`src/rtl/icache_controller.sv`:
```
// Instruction-fetch refill engine for the IF stage.
// On a flagged fetch miss it issues one line-sized AXI3 read burst, streams
// every returned beat to the cache array as a refill write, then pulses
// refill_complete. The most recently refilled line is kept in a one-line fill
// buffer that serves fetch hits combinationally.
//
// Ports:
//   clk, rst                - clock, synchronous active-low reset
//   addr, fetch_req         - CPU fetch byte address and request strobe
//   data_out, hit           - fill-buffer hit and word (combinational)
//   cache_miss_detected     - miss flag from the cache array for addr
//   refill_valid/_data      - one-cycle refill write strobe and word
//   refill_complete         - one-cycle strobe, line fill finished
//   ARADDR/ARVALID/ARREADY  - AXI read-address channel
//   RDATA/RVALID/RREADY     - AXI read-data channel
module icache_controller #(
    parameter int unsigned DATA_LENGTH = 32,
    parameter int unsigned LINE_SIZE   = 64
) (
    input  logic                   clk,
    input  logic                   rst,
    input  logic [31:0]            addr,
    input  logic                   fetch_req,
    output logic [DATA_LENGTH-1:0] data_out,
    output logic                   hit,
    input  logic                   cache_miss_detected,
    output logic                   refill_valid,
    output logic [DATA_LENGTH-1:0] refill_data,
    output logic                   refill_complete,
    output logic [31:0]            ARADDR,
    output logic                   ARVALID,
    input  logic                   ARREADY,
    input  logic [DATA_LENGTH-1:0] RDATA,
    input  logic                   RVALID,
    output logic                   RREADY
);

    localparam int unsigned WORDS = LINE_SIZE / (DATA_LENGTH / 8);
    localparam int unsigned OFF   = $clog2(LINE_SIZE);
    localparam int unsigned WIDX  = $clog2(WORDS);
    localparam int unsigned TAG_W = 32 - OFF;

    typedef enum logic [1:0] {
        S_IDLE,
        S_REQ,
        S_REFILL,
        S_DONE
    } state_t;

    state_t                 state;
    logic [WIDX-1:0]        beat;
    logic [TAG_W-1:0]       buf_tag;
    logic                   buf_valid;
    logic [DATA_LENGTH-1:0] line_buf [WORDS];
    logic [WIDX-1:0]        word_idx;

    // Byte-within-word bits do not select anything.
    logic                   unused_addr_lsb;
    assign unused_addr_lsb = ^addr[OFF-WIDX-1:0];

    assign word_idx = addr[OFF-1 -: WIDX];

    // Fill-buffer lookup; only answered while no refill is in flight.
    always_comb begin
        hit      = 1'b0;
        data_out = '0;
        if (fetch_req && (state == S_IDLE) && buf_valid && (addr[31:OFF] == buf_tag)) begin
            hit      = 1'b1;
            data_out = line_buf[word_idx];
        end
    end

    // Refill FSM with registered outputs; line_buf has no reset, buf_valid guards it.
    always_ff @(posedge clk) begin
        if (!rst) begin
            state           <= S_IDLE;
            ARVALID         <= 1'b0;
            ARADDR          <= '0;
            RREADY          <= 1'b0;
            refill_valid    <= 1'b0;
            refill_data     <= '0;
            refill_complete <= 1'b0;
            beat            <= '0;
            buf_tag         <= '0;
            buf_valid       <= 1'b0;
        end else begin
            refill_valid    <= 1'b0;
            refill_complete <= 1'b0;
            case (state)
                S_IDLE: begin
                    if (fetch_req && cache_miss_detected && !hit) begin
                        ARADDR  <= {addr[31:OFF], {OFF{1'b0}}};
                        ARVALID <= 1'b1;
                        beat    <= '0;
                        state   <= S_REQ;
                    end
                end
                S_REQ: begin
                    if (ARREADY) begin
                        ARVALID <= 1'b0;
                        RREADY  <= 1'b1;
                        state   <= S_REFILL;
                    end
                end
                S_REFILL: begin
                    if (RVALID && RREADY) begin
                        refill_valid   <= 1'b1;
                        refill_data    <= RDATA;
                        line_buf[beat] <= RDATA;
                        beat           <= beat + WIDX'(1);
                        // No RLAST: the burst length is fixed, so count beats.
                        if (beat == WIDX'(WORDS - 1)) begin
                            RREADY <= 1'b0;
                            state  <= S_DONE;
                        end
                    end
                end
                S_DONE: begin
                    refill_complete <= 1'b1;
                    buf_tag         <= ARADDR[31:OFF];
                    buf_valid       <= 1'b1;
                    state           <= S_IDLE;
                end
                default: state <= S_IDLE;
            endcase
        end
    end

endmodule

```
`config.mk`:
```
export PLATFORM = sky130hd
export DESIGN_NAME = icache_controller
export DESIGN_NICKNAME = d
export VERILOG_FILES = /design/src/rtl/icache_controller.sv
export SDC_FILE = /design/constraint.sdc
export NUM_CORES = 1
export LEC_CHECK = 0
export CORE_MARGIN = 2
export CORE_UTILIZATION = 25
export DETAILED_ROUTE_END_ITERATION = 16
export GPL_TIMING_DRIVEN = 1
export HOLD_SLACK_MARGIN = 0.08
export REMOVE_ABC_BUFFERS = 1
export SYNTH_ARGS = -nofsm -noshare
export SYNTH_HDL_FRONTEND = slang
export SYNTH_SLANG_ARGS = --single-unit
```
`constraint.sdc`:
```
create_clock -name clk -period 4.3 [get_ports clk]
set_input_delay 0.43 -clock clk [delete_from_list [all_inputs] [get_ports clk]]
set_output_delay 0.43 -clock clk [all_outputs]
set_load 0.02 [all_outputs]
```
Yosys cells after proc, flatten, opt, wreduce, memory -nomap -nowiden
Memory sizes are Yosys's and may differ from the RTL's.
Index checks and enable logic that the tools add are counted.
{ "classes": {"eq_ne": 9, "add_sub_neg": 1, "reduce_logical": 17, "muxes": 22} }
{ "op_table": {"columns": ["operator", "count"], "rows": [
  ["$mux 32", 1],
  ["$eq 26x26->1", 1],
  ["$mux 1", 11],
  ["$mux 2", 4],
  ["$mux 4", 2],
  ["$pmux 2 s4", 1],
  ["$pmux 4 s2", 1],
  ["$reduce_and 4->1", 2],
  ["$logic_and 1x1->1", 6],
  ["$ne 2x2->1 const B", 3],
  ["$reduce_and 3->1", 2],
  ["$reduce_bool 2->1", 3],
  ["$add 4x1->4 const B", 1],
  ["$eq 2x2->1 const B", 2],
  ["$eq 4x4->1 const B", 1],
  ["$pmux 1 s2", 2],
  ["$reduce_and 2->1", 2],
  ["$eq 2x1->1 const B", 1],
  ["$logic_not 2->1", 1],
  ["$ne 2x1->1 const B", 1],
  ["$logic_not 1->1", 1]
]} }
{ "word_totals": {"elab_cells": 60, "memories": 1, "ff_bits": 95, "input_bits": 70, "mem_bits_rw": 512, "out_inout_bits": 101} }
{ "memory_table": {"columns": ["name", "words", "width", "rd", "rd_ports_with_merged_regs", "write_ports", "line", "source"], "rows": [
  ["line_buf", 16, 32, 1, 0, 1, "54", "logic [DATA_LENGTH-1:0] line_buf [WORDS];"]
]} }

Depth between registers and ports, before layout
{ "depth": {"depth_word": 9, "mapped_depth": 9, "ltp_nobuf": 8} }

Worst setup path after synthesis
Ideal clock, no wire load.
{ "synth_path": {"path_type": "input to register", "from": "input port rst", "to": "memory line_buf[0][0], enable pin", "required_time_ns": 3.839, "t_arrival_ns": 3.344, "slack_ns": 0.495, "path_buffers": 1, "stages": 5, "setup_time_ns": 0.461, "path_cell_list": "clkbuf_1 -> inv_2 -> nor2_1 -> nand2_1 -> nor3_1"} }
{ "synth_between": {"elab_chain_cells": 2} }
{ "synth_lines": {"columns": ["item", "line", "source"], "rows": [
  ["start, declared", "21", "input logic rst,"],
  ["$mux 1", "75", "if (!rst) begin"],
  ["$mux 1 (not written as such)", "109", "line_buf[beat] <= RDATA;"],
  ["end, declared", "54", null]
]} }
Every way passes these cells.

Final worst setup path
{ "layout_path": {"from": "register buf_tag[19]", "to": "output port data_out[15]"} }
{ "layout_between": {"elab_chain_cells": 3} }
{ "layout_lines": {"columns": ["item", "line", "source"], "rows": [
  ["start, declared", "52", "logic [TAG_W-1:0] buf_tag;"],
  ["start signal, assigned", "120", "buf_tag <= ARADDR[31:OFF];"],
  ["$eq 26x26->1", "67", "if (fetch_req && (state == S_IDLE) && buf_valid && (addr[31:OFF] == buf_tag)) begin"],
  ["$logic_and 1x1->1", "67", null],
  ["$mux 32", "67", null],
  ["end, declared", "24", "output logic [DATA_LENGTH-1:0] data_out,"]
]} }
Every way passes these cells.

==> results.toml <==
[critical_path]
cp_top_family = "simple AND/OR/NAND/NOR gates"
rr_endpoint = "line_buf[3][18]"
cp_max_fo = 39
crit_type = "reg2out"
startpoint_type = "register"
ff2ff_setup_slack_ns = 1.39
slowest_stage = "clkdlybuf4s50_1"
required_ns = 3.87
startpoint = "buf_tag[19]"
rr_worst_depth = 7
path_cells = "xor2_1, nor4_1, nand4_1, nand4b_1, buf_4, nor2b_1, clkdlybuf4s50_1"
cp.arrival_ns = 3.23
timing.rr.start = "state[0]"
critPathBufInv = 2
critPathCaptureType = "output pin"
cpPeakStageDelay_ns = 0.63

[flow_run]
cap_violations = 0

[yosys]
syn_area_sq_um = 23500
synth_warnings = 0
postSynthRegisterBits = 607
syn_area_per_cell_sq_um = 19.2
synth.area.top_cells = "edfxtp_1, mux4_2, dfxtp_1, nand2_1, mux4_1"
synth_top_area_share_pct = 65.5
syn_inst = 1226
ys_seq_area_share_pct = 73.6
synth_top_area_cell = "edfxtp_1"
synth_cell_type_count = 36

[final_layout]
nNetsFinal = 1505
n_antenna_cell = 0
drive_gt1_share_pct = 21.0
fillers = 8937
fin_cells = 2736
area_growth_pct = 24.3

[routing]
wl_um = 58900
drt_iter0_markers = 832
drt_first_pass_iters = 4
post-route-drc-count = 0
vias = 12048
wl_per_cell_um = 21.5
antenna_left = 0
avgViaCountPerCell = 4.40

[clocking]
path_clk_slew_ns = 0.06
clock_path_buffers = 3
cts_hold_buf = 0
cts_tree = "built"
ctsHtreeMaxLevel = 3
cts.repair.resized = 0
cts_root_buf = "clkbuf_16"
cts_sinks = 607
clk_latency_ns = 0.62
postCtsSetupRepairBufs = 0
cts_made_buffers = 70

[global_routing]
grtUsageMet1_pct = 16.5
grt_pass1_vias = 12646
grt_pass1_wl_um = 85800
grt_max_degree = 63
antenna_found_initial = 6
grt-busiest-layer = "met2"
grt_usage_pct = 12.4
grt-ovfl-total = 0
use_met3_pct = 3.45
use_met2_pct = 20.0

[die]
core_region_area_sq_um = 93200
ios = 171
die-area_sq_um = 96400
start_util_pct = 25.2
rows = 112
die_height_um = 310
die_width_um = 310

[hold_path]
holdPathEnd = "refill_valid"
whs_path_depth = 3
worstHoldStart = "rst"
hold_path_class = "in2reg"

[timing]
finalClockSkew_ns = 0.0330
period_share_pct = 85.2
clock.fmax_ghz = 0.273
finalHoldViolCount = 0
tightestPinTransition_ns = 1.06
maxSlewViolCount = 0
hold-worst-slack_ns = 0.156
final-setup-viol-count = 0
fin_crit_ns = 3.66
relSlewSlack_pct = 29.4
grt_setup_unrepaired = "false"

[placed_design]
routabilityCongestion = 0.744
dp_hpwl_um = 32900
dp.cells = 2608
port_buffers = 162

[pwr]
peakVddDrop_v = 0.000310
cellPowerDensity_nw_per_um2 = 461
p_leak_nw = 9.08

[run_status]
status = "completed"
## cell families after synthesis
| family | share of synthesized area, % |
|---|---|
| buffers and inverters | 1.94 |
| AOI/OAI and AO/OA | 1.75 |
| DFF | 73.6 |
| muxes | 16.8 |
| adders and majority gates | 0.480 |
| xor gates and xnor gates | 0.970 |
| and+or+nand+nor | 4.48 |
| other | 0.0160 |
## stage by stage
step | power, mW | utilization [%] | setup slack (ns) | cell area [sq um] | TNS [ns]
floorplan | 7.03 | - | -0.329 | 23100 | -42.03
global placement | 7.48 | 28.8 | 0.650 | 26800 | 0
detailed placement | 7.51 | 28.8 | 0.634 | 26800 | 0
CTS | 13.7 | 31.3 | 0.557 | 29200 | 0
global route | 14.0 | 31.3 | 0.430 | 29200 | 0
finish | 13.5 | 31.3 | 0.635 | 29200 | 0
## layout by cell type (no fill, tap or decap), types with 4 or more instances in the layout
| cell type | instances |
|---|---|
| mux4_1 | 13 |
| nand4_1 | 4 |
| clkinv_1 | 14 |
| bufinv_16 | 7 |
| o21ai_0 | 30 |
| nor3_2 | 4 |
| conb_1 | 6 |
| inv_1 | 8 |
| clkbuf_8 | 6 |
| nor2_4 | 12 |
| buf_12 | 12 |
| ha_1 | 9 |
| nor2b_1 | 32 |
| mux2i_1 | 29 |
| clkbuf_1 | 13 |
| nor2_1 | 30 |
| mux4_2 | 147 |
| nand3_1 | 31 |
| xor2_1 | 26 |
| clkdlybuf4s50_1 | 157 |
| buf_4 | 26 |
| nand2_1 | 103 |
| edfxtp_1 | 512 |
| a21oi_1 | 36 |
| clkbuf_16 | 71 |
| nor4_1 | 6 |
| clkinv_2 | 6 |
| dfxtp_1 | 95 |
## cell type report
cell class,count,area [sq um],share of cell area [%]
Tap cell,1254,1570,5.37
Timing Repair Buffer,199,2040,6.99
Sequential cell,607,17300,59.2
Multi-Input combinational cell,539,5890,20.2
Clock inverter,39,487,1.67
Clock buffer,89,1890,6.49
Inverter,9,35.0,0.120
## worst register-to-register path: stages, from the launching register on
cell and delay, ns:
dfxtp_1 0.33, inv_1 0.13, ha_1 0.48, nand3_4 0.11, nor2_1 0.31, nand2_1 0.32, nor3_2 0.22, buf_4 0.62
## synthesized netlist by cell type
cell type and number:
edfxtp_1 512, mux4_2 147, nand2_1 103, dfxtp_1 95, clkbuf_1 42, nor2_1 42, a21oi_1 36, nand3_1 32
nor2b_1 32, o21ai_0 30, mux2i_1 29, xor2_1 26, buf_6 14, mux4_1 13, ha_1 9, inv_1 8
buf_1 7, buf_2 6, buf_4 6, nor3_1 6, nor4_1 6, nand4_1 4, a21boi_0 2, a31o_2 2
and2_1 2, and3_1 2, nand2b_1 2, nand4b_1 2, o21a_1 2, a211oi_1 1, a21o_1 1, clkbuf_2 1
conb_1 1, inv_2 1, o211a_1 1, o31a_1 1
## sequential cells by signal, indices dropped and copies added, names as in the netlist
signal,count
RREADY,1
ARVALID,1
ARADDR,26
refill_valid,1
state,2
refill_complete,1
refill_data,32
buf_valid,1
buf_tag,26
line_buf,512
beat,4
## layer usage
| metal | routed length, um | vias up | part of all wire (%) |
|---|---|---|---|
| met3 | 4090 | 83 | 6.9 |
| met5 | 65 | - | 0.11 |
| met1 | 25500 | 6346 | 43 |
| met2 | 28200 | 345 | 48 |
| met4 | 1090 | 10 | 1.9 |
| li1 | - | 5264 | - |
## power by group
group | total [mW] | leakage (nW) | internal (mW) | switching (mW)
registers | 6.48 | 5.37 | 6.43 | 0.0481
clock network | 6.10 | 1.15 | 3.60 | 2.49
logic | 0.894 | 2.57 | 0.391 | 0.503
## worst max path at each step
| stage | endpoint | depth (start not counted) |
|---|---|---|
| after global routing | data_out[15] | 8 |
| after CTS | data_out[30] | 7 |
| final | data_out[15] | 7 |
| after detailed placement | data_out[30] | 8 |
| after floorplan | line_buf[0][0] | 6 |
| after global placement | data_out[24] | 8 |
Power figures use the tool's default switching activity.
